### config.mk
export PLATFORM = sky130hd
export DESIGN_NAME = fnd_scan_driver
export DESIGN_NICKNAME = d
export VERILOG_FILES = /design/src/rtl/fnd_scan_driver.sv
export SDC_FILE = /design/constraint.sdc
export NUM_CORES = 1
export LEC_CHECK = 0
export CORE_MARGIN = 5
export CORE_UTILIZATION = 40
export DETAILED_ROUTE_END_ITERATION = 12
export GPL_TIMING_DRIVEN = 0
export HOLD_SLACK_MARGIN = 0.05
export MAX_ROUTING_LAYER = met4
export PLACE_DENSITY = 0.58
export SLEW_MARGIN = 10
export SYNTH_ARGS = -nofsm -noshare
export SYNTH_HDL_FRONTEND = slang
export SYNTH_SLANG_ARGS = --single-unit
### constraint.sdc
create_clock -name clk -period 12.1 [get_ports clk]
set_clock_uncertainty 0.2 [all_clocks]
set_input_delay 3.025 -clock clk [delete_from_list [all_inputs] [get_ports clk]]
set_output_delay 3.025 -clock clk [all_outputs]
set_load 0.01 [all_outputs]
### src/rtl/fnd_scan_driver.sv
// Four-digit common-anode 7-segment scan driver. It snapshots the time fields once per frame
// and rotates digit enables on a prescaled tick.
module fnd_scan_driver #(
    parameter int CLK_HZ  = 100_000_000,
    parameter int SCAN_HZ = 1000
) (
    input  logic       clk,
    input  logic       reset,
    input  logic       sw_mode,
    input  logic [6:0] msec,
    input  logic [6:0] sec,
    input  logic [6:0] min,
    input  logic [4:0] hour,
    output logic [3:0] fnd_comm,
    output logic [7:0] fnd_font
);

    localparam int DIV = CLK_HZ / SCAN_HZ;
    localparam int CW  = (DIV > 1) ? $clog2(DIV) : 1;
    localparam logic [CW-1:0] LAST = CW'(DIV - 1);

    logic [CW-1:0] cnt;
    logic          tick;
    logic [1:0]    sel;
    logic [1:0]    sel_next;
    logic          frame_edge;

    logic          snap_mode;
    logic [6:0]    snap_msec;
    logic [6:0]    snap_sec;
    logic [6:0]    snap_min;
    logic [4:0]    snap_hour;

    logic          nx_mode;
    logic [6:0]    nx_msec;
    logic [6:0]    nx_sec;
    logic [6:0]    nx_min;
    logic [4:0]    nx_hour;

    logic [6:0]    field;
    logic [3:0]    digit;
    logic [7:0]    font_next;

    assign tick       = (cnt == LAST);
    assign sel_next   = sel + 2'd1;
    assign frame_edge = tick && (sel == 2'd3);

    // Digit 0 of a new frame is encoded on the same edge the snapshot is taken,
    // so the encoder looks through to the inputs at that edge.
    assign nx_mode = frame_edge ? sw_mode : snap_mode;
    assign nx_msec = frame_edge ? msec    : snap_msec;
    assign nx_sec  = frame_edge ? sec     : snap_sec;
    assign nx_min  = frame_edge ? min     : snap_min;
    assign nx_hour = frame_edge ? hour    : snap_hour;

    function automatic logic [7:0] seg7(input logic [3:0] d);
        logic [7:0] s;
        case (d)
            4'd0:    s = 8'hC0;
            4'd1:    s = 8'hF9;
            4'd2:    s = 8'hA4;
            4'd3:    s = 8'hB0;
            4'd4:    s = 8'h99;
            4'd5:    s = 8'h92;
            4'd6:    s = 8'h82;
            4'd7:    s = 8'hF8;
            4'd8:    s = 8'h80;
            4'd9:    s = 8'h90;
            default: s = 8'hFF;
        endcase
        return s;
    endfunction

    always_comb begin
        field     = 7'd0;
        digit     = 4'd0;
        font_next = 8'hFF;
        if (sel_next[1])
            field = nx_mode ? {2'b00, nx_hour} : nx_sec;
        else
            field = nx_mode ? nx_min : nx_msec;
        digit     = sel_next[0] ? 4'(field / 7'd10) : 4'(field % 7'd10);
        font_next = (field >= 7'd100) ? 8'hBF : seg7(digit);
        // Separator dot blinks with the centisecond half-second.
        if (sel_next == 2'd2 && nx_msec < 7'd50)
            font_next[7] = 1'b0;
    end

    always_ff @(posedge clk or posedge reset) begin
        if (reset) begin
            cnt       <= '0;
            sel       <= 2'd0;
            snap_mode <= 1'b0;
            snap_msec <= 7'd0;
            snap_sec  <= 7'd0;
            snap_min  <= 7'd0;
            snap_hour <= 5'd0;
            fnd_comm  <= 4'b1111;
            fnd_font  <= 8'hFF;
        end else begin
            cnt <= tick ? '0 : cnt + 1'b1;
            if (tick) begin
                sel      <= sel_next;
                fnd_comm <= ~(4'b0001 << sel_next);
                fnd_font <= font_next;
            end
            if (frame_edge) begin
                snap_mode <= sw_mode;
                snap_msec <= msec;
                snap_sec  <= sec;
                snap_min  <= min;
                snap_hour <= hour;
            end
        end
    end

endmodule

# [Yosys cells after proc, flatten, opt, wreduce, memory -nomap -nowiden]
# Memory sizes are Yosys's and may differ from the RTL's.
# Index checks and enable logic that the tools add are counted.
[classes] n_addsub=2 div=2 order_cmp=2 eq_ne=3 shifts=1 muxes=12 bitwise=1 reduce_logical=2
[ops] cell="2-to-1 mux 7 bit" n=6
[ops] cell="adder 17 x 1 -> 17 bit (second input constant)" n=1
[ops] cell="== test 17 bit (second input constant)" n=1
[ops] cell="2-to-1 mux 17 bit" n=1
[ops] cell="2-to-1 mux 8 bit" n=1
[ops] cell="divider 7 x 4 -> 7 bit (second input constant)" n=1
[ops] cell="greater-or-equal comparator 7 bit (second input constant)" n=1
[ops] cell="less-than comparator 7 x 6 -> 1 bit (second input constant)" n=1
[ops] cell="modulo 7 x 4 -> 7 bit (second input constant)" n=1
[ops] cell="2-to-1 mux 5 bit" n=1
[ops] cell="== test 2 bit (second input constant)" n=2
[ops] cell="2-to-1 mux 4 bit" n=1
[ops] cell="NOT 4 bit" n=1
[ops] cell="left shift 1 x 2 -> 4 bit (first input constant)" n=1
[ops] cell="adder 2 x 1 -> 2 bit (second input constant)" n=1
[ops] cell="logical AND 1 bit" n=2
[ops] cell="2-to-1 mux 1 bit" n=2
[totals] register_bits=58 romBits=112 input_bits=29 output_inout_bits=12 wordCells=35 memories=1
[mem_list] memory="(name not given)" words=16 word_bits=7 read_ports=1 rd_clocked_by_memory_dff=0 wr=0 line_no="58" rtl="case (d)"

# [Logic depth before layout (Yosys ltp)]
# Gate-level depths: netlist of the first run.
# An unclocked memory read counts as a cell.
[logic_depth] depth_word=10 depth_mapped=29 mapped_depth_nobuf=28

# [Least setup slack after synthesis of the first run]
# Ideal clock, no wire load.
[synth_timing] kind="input port to flip-flop" start="input sw_mode" end="register fnd_font[4]" setup_time_ns=0.098 arrival_ns=7.888 t_required_ns=11.802 slack_ns=3.914 path_stages=26 path_buffers=1 path_cell_list="buf_2 -> mux2_2 -> mux4_2 -> nor3_2 -> a21oi_1 -> ha_1 -> inv_1 -> o31ai_2 -> a2111o_1 -> nand3_2 -> inv_1 -> ha_1 -> o2111ai_1 -> nand2_1 -> o211ai_1 -> nand4_2 -> xnor2_1 -> ha_1 -> nor2_1 -> or3_4 -> a31oi_4 -> inv_2 -> ha_1 -> inv_1 -> mux2i_1 -> a221oi_1"
[synth_between] elab_chain_cells=7 word_cells_on_any_way=10 classes_between="div (2); order compare (1); mux (6); memory (1)"
[synth_rtl] element="from (decl)" line_no="9" rtl="input logic sw_mode,"
[synth_rtl] element="2-to-1 mux 1 bit *"
[synth_rtl] element="2-to-1 mux 7 bit (on tied branches)" line_no="81, 79"
[synth_rtl] element="2-to-1 mux 7 bit *" line_no="78" rtl="if (sel_next[1])"
[synth_rtl] element="modulo 7 x 4 -> 7 bit / divider 7 x 4 -> 7 bit (equally long branches)" line_no="82" rtl="digit = sel_next[0] ? 4'(field / 7'd10) : 4'(field % 7'd10);"
[synth_rtl] element="2-to-1 mux 4 bit" line_no="82"
[synth_rtl] element="memory (16 x 7 bit)"
[synth_rtl] element="2-to-1 mux 8 bit *" line_no="83" rtl="font_next = (field >= 7'd100) ? 8'hBF : seg7(digit);"
[synth_rtl] element="to (signal assigned)" line_no="105" rtl="fnd_font <= font_next;"
[synth_rtl] element="to (decl)" line_no="15" rtl="output logic [7:0] fnd_font"
# Every way passes the cells marked *; elsewhere a longest branch is shown, timed or not.
# A chain may end at the register's enable or synchronous reset.

# [Final worst setup path of the first run]
[layout_timing] start="input sec[4]" end="register fnd_font[4]"
[layout_between] elab_chain_cells=7 word_cells_on_any_way=9 classes_between="div (2); order compare (1); mux (5); memory (1)"
[layout_rtl] element="from (decl)" line_no="11" rtl="input logic [6:0] sec,"
[layout_rtl] element="2-to-1 mux 7 bit *"
[layout_rtl] element="2-to-1 mux 7 bit *" line_no="79" rtl="field = nx_mode ? {2'b00, nx_hour} : nx_sec;"
[layout_rtl] element="2-to-1 mux 7 bit *" line_no="78"
[layout_rtl] element="modulo 7 x 4 -> 7 bit / divider 7 x 4 -> 7 bit (equally long branches)" line_no="82"
[layout_rtl] element="2-to-1 mux 4 bit" line_no="82"
[layout_rtl] element="memory (16 x 7 bit)"
[layout_rtl] element="2-to-1 mux 8 bit *" line_no="83"
# Marks and branches as above.

==> results of run 1 <==
per-stage QoR:
stage	total power (uW)	instances	setup slack [ps]	area [um2]
floorplan	207	418	3910	3900
global placement	221	590	3000	4460
detailed placement	222	590	2960	4460
CTS	410	606	3300	4660
global route	423	606	2750	4660
finish	405	606	3230	4660
worst min path at each step:
| stage | start | endpoint | slack [ps] | cells past startpoint |
|---|---|---|---|---|
| 3_5_place_dp | snap_sec[6] | snap_sec[6] | 260 | 2 |
| 4_1_cts | snap_sec[6] | snap_sec[6] | 270 | 2 |
| 3_3_place_gp | snap_sec[6] | snap_sec[6] | 250 | 2 |
| 2_1_floorplan | snap_min[5] | snap_min[5] | 240 | 2 |
| 5_1_grt | snap_hour[2] | snap_hour[2] | 290 | 2 |
| 6_report | snap_sec[6] | snap_sec[6] | 280 | 2 |
cell usage after synthesis, drive strengths merged, types with 3 or more instances:
cell and number:
mux4 6, a31oi 4, clkbuf 12, mux2 4, nand3 11, and4 4, and2 5, nor3 8
inv 17, mux2i 23, ha 14, nor2 29, a221oi 6, a21oi 7, and3 5, dfstp 12
nand4 10, buf 7, xnor2 10, o31ai 4, o21ai 16, nand2 98, o41ai 3, o32ai 4
nor2b 7, o211ai 5, dfrtp 46, xor2 8
per-layer routing:
layer  part of all wire, %  vias to the layer above  GRT usage, %
met5                     0                        -             -
met4                   1.4                        0          6.85
met1                    47                     1564          24.2
met2                    47                       63          27.8
met3                   4.8                       11          4.91
li1                      -                     1595             -
cells by family (layout without fill, tap and decap cells):
logic type | after synthesis | in the layout | synth area share [%]
muxes | 33 | 33 | 10.5
and+or+nand+nor | 190 | 190 | 24.9
DFF | 58 | 58 | 37.6
adders and majority gates | 14 | 14 | 4.49
xor gates and xnor gates | 18 | 18 | 4.04
buffers and inverters | 36 | 91 | 4.01
AOI/OAI and AO/OA | 69 | 69 | 14.4
worst register-to-register path: cells and delay by family, from the launching register on:
kind | cells | cell delay, ps
flip-flops | 1 | 400
XOR/XNOR | 1 | 290
adder cells (fa/ha/maj) | 5 | 1240
AO/OA/AOI/OAI | 9 | 1950
AND/OR/NAND/NOR | 5 | 1190
buffers and inverters | 8 | 1750
multiplexers | 1 | 70
layout make-up:
type                    count  share of cell area [%]
plain buffers              19                    1.98
clock buffers              12                    3.33
clock inverters             4                    1.07
inverters                  17                    1.42
multi-input cells         324                    48.8
flip-flops and latches     58                    31.4
well taps                 133                    3.57
repair buffers             39                    8.37
report_power, final:
part	switching, uW	leakage (uW)	internal (uW)
clock network	81.1	0.0000986	106
logic	11.4	0.00126	11.6
registers	0.281	0.000615	195
total	92.8	0.00198	312
registers in the layout, indices dropped and copies added, names as in the netlist:
signal / cells
fnd_comm: 4
snap_mode: 1
sel: 2
snap_hour: 5
snap_msec: 7
cnt: 17
fnd_font: 8
snap_sec: 7
snap_min: 7
==> run_results.csv, run 1 <==
group,metric,value,unit
die,die_y,109,um
critical_path,reg2reg_slack,4890,ps
logic_synthesis,synth-edff-count,0,
global_routing,grt_pass1_vias,3276,
finish,layout-drive-gt1-share,14.4,%
finish,multi_input_area,0.00228,mm2
finish,mostFrequentLayoutCells,"nand2_1, dfrtp_1, clkdlybuf4s50_1, nor2_1, mux2i_1",
placed_design,portBuffers,39,
critical_path,worstPathArrival,8910,ps
clock_tree,cts_setup_buffers,0,
critical_path,cp_slowest_cell,"mux4_2",
pwr,leakage,0.00198,uW
timing,grt_setup_unrepaired,"false",
critical_path,r2r-start,"sel[0]",
timing,setup_viol,0,
logic_synthesis,synth_area,0.00390,mm2
detailed_routing,ant_nets,0,
critical_path,rr_endpoint,"fnd_font[4]",
detailed_routing,wl_per_cell,16.4,um
finish,nets,511,
global_routing,grt_usage,18.6,%
critical_path,r2r_cells,29,
timing,period_share,73.3,%
logic_synthesis,seq_area_frac_synth,37.6,%
hold_path,worstHoldPathType,"reg -> reg",
run,max_cap_violations,0,
critical_path,worst-path-stages,26,
critical_path,required,12140,ps
timing,clock.fmax,113,MHz
logic_synthesis,synthDistinctLibCells,73,
clock_tree,cts_sinks,58,
pwr,powerDensity,86.9,mW/mm2
finish,final_common_cell,"nand2_1",
placed_design,dp.final_hpwl,7160,um
detailed_routing,drtIter0Drc,133,
timing,fin_tns_setup,0,ps
timing,holdWs,276,ps
die,coreArea,0.00964,mm2
clock_tree,root_buffer,"clkbuf_8",
timing,max_slew.worst_pin.slew,889,ps
critical_path,cp-endpoint,"fnd_font[4]",
die,die_width,109,um
detailed_routing,via_count,3233,
critical_path,startpoint_type,"input port",
die,row_count,36,
timing,slew_headroom,39.9,%
logic_synthesis,ys_ff_latch,58,
critical_path,crit_start,"sec[4]",
pwr,ir_drop,0.0532,mV
clock_tree,cts_max_level,3,
timing,hold_violations,0,
die,die_area,0.0118,mm2
die,io-pin-count,41,
outcome,outcome,"finished, final reports clean",
clock_tree,clockBufferDepth,2,
logic_synthesis,synth_area_leaders,"dfrtp_1, nand2_1, dfstp_2",
clock_tree,cts_tree,"done",
die,start_util,40.5,%
finish,ff_latch_area,0.00147,mm2
finish,fill_cells,953,
finish,areaGrowthSynthToFinish,19.6,%
clock_tree,clock_latency,350,ps
clock_tree,numCtsBuffers,9,
timing,min_period,8870,ps
detailed_routing,drc_errors,0,
critical_path,cp-end-kind,"flip-flop",
detailed_routing,dr.pass1.iters,4,
clock_tree,cts_resized,0,
clock_tree,cts_hold_buffers,0,
logic_synthesis,synth_nets,461,
clock_tree,cts.clk_slew.worst_paths,70,ps
logic_synthesis,synth_top_area_share,29.5,%
logic_synthesis,synth_ff_type,"dfrtp_1",
logic_synthesis,ys_async_sr_fraction,100,%
logic_synthesis,synth.avg_cell_area,9.33,um2
logic_synthesis,postSynthCellCount,418,
global_routing,gr-total-overflow,0,
finish,diodes,0,
critical_path,critical_path.most_common_cell,"ha_1",
critical_path,critPathTopFamily,"compound AO/OA/AOI/OAI gates",
critical_path,worst-path-buf-inv,5,
detailed_routing,routed_wl,9920,um
critical_path,slowest_delay,520,ps
global_routing,grt_max_degree,59,
detailed_routing,viasPerCell,5.33,
timing,drv_slew,0,
critical_path,worstPathMaxFanout,8,
critical_path,crit_type,"in -> reg",
logic_synthesis,synth_largest_area_cell,"dfrtp_1",
finish,postLayoutCoreUtil,48.4,%
logic_synthesis,ys_warn_count,0,
global_routing,antenna_found_initial,0,
placed_design,gp_congestion,0.860,
global_routing,grt_pass1_wl,16500,um
No activity file was read; power rests on OpenSTA's default activity.
==> run 2, diff against run 1 <==
--- a/config.mk
+++ b/config.mk
@@ -11,7 +11,7 @@
 export GPL_TIMING_DRIVEN = 0
 export HOLD_SLACK_MARGIN = 0.05
 export MAX_ROUTING_LAYER = met4
-export PLACE_DENSITY = 0.58
+export PLACE_DENSITY = 0.6
 export SLEW_MARGIN = 10
 export SYNTH_ARGS = -nofsm -noshare
 export SYNTH_HDL_FRONTEND = slang
==> constraint.sdc (replaced) <==
create_clock -name clk -period 7.1 [get_ports clk]
set_clock_uncertainty 0.2 [all_clocks]
set_input_delay 1.775 -clock clk [delete_from_list [all_inputs] [get_ports clk]]
set_output_delay 1.775 -clock clk [all_outputs]
set_load 0.01 [all_outputs]
==> run 2 against run 1 <==
  * Register-to-register slack worse by 4500 ps
  * Count of clock-buffer cells in the layout is 3 lower
  * Core utilization is 2.2 points higher
  * Setup slack worse by 3000 ps
  * Critical path type unchanged
  * Largest cell class unchanged
==> run_results.csv, run 2 (same netlist as run 1, synthesis figures left out) <==
group,metric,value,unit
die,die_area,0.0118,mm2
finish,mostFrequentLayoutCells,"nand2_1, dfrtp_1, clkdlybuf4s50_1, nor2_1, mux2i_1",
detailed_routing,routed_wl,10500,um
critical_path,rr_endpoint,"fnd_font[4]",
detailed_routing,drc_errors,0,
die,row_count,36,
detailed_routing,viasPerCell,5.47,
global_routing,grt_pass1_vias,3409,
critical_path,cp_slowest_cell,"mux4_2",
finish,top_register,"cnt",
critical_path,cp-end-kind,"flip-flop",
detailed_routing,ant_nets,0,
detailed_routing,via_count,3381,
critical_path,required,7160,ps
die,die_y,109,um
critical_path,crit_start,"hour[4]",
timing,fin_tns_setup,0,ps
die,coreArea,0.00964,mm2
critical_path,startpoint_type,"input port",
placed_design,gp_congestion,0.839,
die,die_width,109,um
global_routing,gr-total-overflow,0,
die,start_util,40.5,%
placed_design,dp_cells,590,
finish,reg_top3,"cnt (17), fnd_font (8)",
run,max_cap_violations,0,
placed_design,dp.final_hpwl,7260,um
clock_tree,cts_tree,"done",
hold_path,min_to,"snap_sec[2]",
finish,nets,523,
critical_path,worstPathArrival,6940,ps
die,io-pin-count,41,
finish,fill_cells,928,
clock_tree,cts_sinks,58,
timing,drv_slew,0,
hold_path,hold_path_startpoint,"snap_sec[2]",
finish,fin_area,0.00488,mm2
placed_design,dpl_cell_area,0.00446,mm2
finish,fin_cells,618,
finish,final_common_cell,"nand2_1",
clock_tree,clockBufferDepth,2,
critical_path,r2r_cells,29,
clock_tree,numCtsBuffers,9,
detailed_routing,dr.pass1.iters,5,
timing,min_period,6880,ps
detailed_routing,drtIter0Drc,163,
hold_path,worstHoldPathType,"reg -> reg",
timing,setup_viol,0,
timing,max_slew.worst_pin.slew,749,ps
timing,period_share,96.9,%
critical_path,critical_path.most_common_cell,"ha_2",
finish,diodes,0,
critical_path,crit_type,"in -> reg",
detailed_routing,wl_per_cell,17.0,um
clock_tree,cts_max_level,3,
pwr,finalPower,726,uW
global_routing,antenna_found_initial,0,
pwr,leakage,0.00207,uW
timing,slew_headroom,49.4,%
timing,hold_violations,0,
pwr,powerDensity,149,mW/mm2
clock_tree,cts_hold_buffers,0,
global_routing,grt_pass1_wl,17200,um
outcome,outcome,"finished, final reports clean",
global_routing,grt_max_degree,59,
critical_path,reg2reg_slack,420,ps
timing,holdWs,277,ps
pwr,ir_drop,0.104,mV
clock_tree,clock_latency,350,ps
finish,areaGrowthSynthToFinish,25.0,%
global_routing,grt_usage,19.2,%
timing,clock.fmax,145,MHz
clock_tree,root_buffer,"clkbuf_8",
finish,layout-drive-gt1-share,18.8,%
critical_path,slowest_delay,520,ps
finish,largest_reg_flops,17,
clock_tree,cts.clk_slew.worst_paths,70,ps
critical_path,worstPathMaxFanout,6,
hold_path,min_path_cells,2,
timing,grt_setup_unrepaired,"false",
critical_path,r2r-start,"sel[0]",
placed_design,portBuffers,39,
[run 2: cell type report]
cell class,instances,area [um2],area share [%]
buffer,19,95.1,1.95
clock buffer,9,124,2.54
clock inverter,7,101,2.08
inverter,17,66.3,1.36
multi-input combinational,324,2380,48.7
sequential,58,1470,30.1
tap,133,166,3.41
timing repair buffer,51,480,9.85
[run 2: worst max-delay path by stage]
stage | slack [ps] | end | depth (start not counted)
floorplan | 160 | fnd_font[4] | 26
global placement | -730 | fnd_font[4] | 26
detailed placement | -800 | fnd_font[1] | 24
CTS | 10 | fnd_font[4] | 26
global route | 0.9 | fnd_font[4] | 26
finish | 220 | fnd_font[4] | 26
[run 2: where the power goes]
part,total [uW],switching [uW],internal [uW]
clock,354,154,200
combinational,39.2,19.4,19.9
sequential,332,0.470,332
[run 2: repair_timing]
item,4_1_cts,5_1_grt
gates cloned,0,0
buffers inserted,5,7
setup endpoints to repair,7,7
gates resized for setup,7,11
pin swaps,5,9
[run 2: layer usage]
metal  up-vias  part of all wire (%)  global-route usage [%]
met4         0                   1.3                    7.12
met2        79                    49                    30.4
li1       1617                     -                       -
met1      1676                    46                    24.9
met5         -                     0                       -
met3         9                   4.0                    3.14
[run 2: metrics by stage]
stage,setup WS [ps],util (%)
after global placement,-729,46.2
after CTS,14.6,49.4
after global routing,0.855,50.6
final,219,50.6
after floorplan,164,-
after detailed placement,-800,46.3
[run 2: critical path, delay by kind of cell]
kind / cells / cell delay (ps)
AO/OA/AOI/OAI: 7 / 1340
XOR/XNOR: 1 / 230
adder cells (fa/ha/maj): 4 / 830
buffers and inverters: 5 / 810
multiplexers: 3 / 880
AND/OR/NAND/NOR: 6 / 1060
==> variant (settings of run 2) <==
The parameter `SCAN_HZ` goes from 1000 to 500.
--- a/src/rtl/fnd_scan_driver.sv
+++ b/src/rtl/fnd_scan_driver.sv
@@ -4,3 +4,3 @@
     parameter int CLK_HZ  = 100_000_000,
-    parameter int SCAN_HZ = 1000
+    parameter int SCAN_HZ = 500
 ) (
Behaviour: no difference found for any inputs over 10 cycles, from zero or initial values and one cycle with reset high; that may be too few to reach the edited logic, so the function may still have changed.
==> variant against run 2 <==
- utilization down 0.69 points
- routed wire length decreased by 9.0%
- largest cell class unchanged
- power shrank 11%
- design area is 4.2% higher
- first-iteration DRC count grew 2.5%
- synthesized area increased by 5.2%
- sequential cell count rose by 1
- setup slack improved by 0.0063 ns
- largest power group is now registers
==> variant: results (changes against run 2) <==
Synthesis
  – Synth top cells by count: sky130_fd_sc_hd__dfrtp_1 (47), sky130_fd_sc_hd__mux2_2 (31), sky130_fd_sc_hd__nand2_1 (26), sky130_fd_sc_hd__nor2_1 (25), sky130_fd_sc_hd__mux2i_1 (23) (was sky130_fd_sc_hd__nand2_1 (98), sky130_fd_sc_hd__dfrtp_1 (46), sky130_fd_sc_hd__nor2_1 (26), sky130_fd_sc_hd__mux2i_1 (23), sky130_fd_sc_hd__inv_1 (16))
  – Multiplexer area fraction after synthesis: 0.198 (was 0.105)
  – Post-synth top area share: 0.287 (was 0.295)
  – Fraction of synthesized cell area in xor and xnor cells: 0.0403 (was 0.0404)
  – Synthesized-area fraction occupied by ao, oa, aoi and oai cells: 0.169 (was 0.144)
  – Count of mapped cells out of synthesis: 377 (was 418)
  – Unique masters post-synth: 75 (was 73)
  – Synthesized net count: 420 (was 461)
  – Sequential area share after synthesis: 0.364 (was 0.376)

Final layout
  – Share of the core filled with cells in the final layout: 0.499 (was 0.506)
  – Filler cells: 948 (was 928)
  – Biggest regs: cnt x18, fnd_font x8 (was cnt x17, fnd_font x8)
  – Multi-input combinational cell count: 284 (was 324)
  – Post-route non-filler standard cell count: 585 (was 618)
  – Non-clock inverters: 18 (was 17)
  – Multi-input combinational cell area: 2560 µm² (was 2380 µm²)
  – Number of non-clock buffers: 72 (was 70)
  – Final non-clock buffer share: 0.119 (was 0.118)
  – Fraction of layout instances using a drive strength above 1: 0.303 (was 0.188)
  – Final nets: 487 (was 523)
  – Clk tree area frac: 0.0337 (was 0.0462)
  – Clock buffer instance count of the final layout: 12 (was 9)

Place
  – Area after detailed placement: 4700 µm² (was 4460 µm²)
  – Cell Count Post-Placement: 552 (was 590)
  – Worst setup slack before clock tree synthesis: -0.982 ns (was -0.800 ns)

Setup path
  – Critical path arrival: 6.93 ns (was 6.94 ns)
  – Endpoint of the worst setup timing path: fnd_font[5] (was fnd_font[4])
  – Delay of the slowest critical-path stage: 0.54 ns (was 0.52 ns)
  – Slack of the worst reg-to-reg path: 0.60 ns (was 0.42 ns)
  – Length in cells of the worst reg-to-reg path: 28 (was 29)
  – Worst setup path startpoint: msec[4] (was hour[4])

Routing
  – Via count normalized by instance count: 5.45 (was 5.47)
  – Wire length after detailed routing: 9570 µm (was 10500 µm)
  – First-pass detailed-route iteration total: 4 (was 5)
  – Initial detailed-routing violation count: 167 (was 163)

Global routing
  – Met3 GRT Util: 0.0322 (was 0.0314)
  – Via count of the first global-routing pass: 3260 (was 3409)
  – Overall global routing resource usage: 0.163 (was 0.192)
  – Global-route track usage on met2: 0.256 (was 0.304)
  – Maximum number of pins on one net before global-route repair: 60 (was 59)
  – Met1 demand-to-capacity share in global routing: 0.218 (was 0.249)

Timing
  – Remaining max-slew budget at the tightest pin: 0.515 (was 0.494)

Floorplanning
  – Floorplan row count: 37 (was 36)

Run status
  – Run status: finished, final reports clean (unchanged)

CTS
  – Number of sinks on the clock net: 59 (was 58)
  – Resized Gates After CTS: 5 (was 7)

Power and ir drop
  – Max VDD drop: 121 µV (was 104 µV)
  – Leak Pwr: 2.13 nW (was 2.07 nW)
-- variant: per-layer routing --
| metal | up-vias | routed length [µm] | part of all wire |
|---|---|---|---|
| met5 | - | 0 | 0 |
| met4 | 0 | 69 | 0.0072 |
| met3 | 6 | 268 | 0.028 |
| met2 | 45 | 4580 | 0.48 |
| met1 | 1591 | 4650 | 0.49 |
| li1 | 1549 | - | - |
-- variant: worst min-delay path by stage --
stage | cells past startpoint | from | to | slack, ns
3_5_place_dp | 1 | cnt[4] | cnt[4] | 0.26
4_1_cts | 1 | cnt[4] | cnt[4] | 0.28
5_1_grt | 1 | cnt[4] | cnt[4] | 0.30
2_1_floorplan | 1 | cnt[4] | cnt[4] | 0.24
3_3_place_gp | 1 | cnt[4] | cnt[4] | 0.26
6_report | 1 | cnt[4] | cnt[4] | 0.27
-- variant: report_power, final --
group          internal, mW  total [mW]  switching [mW]
Clock                 0.136       0.272           0.136
Sequential            0.336       0.336               0
Combinational        0.0182      0.0341          0.0160
Total                 0.490       0.642           0.152
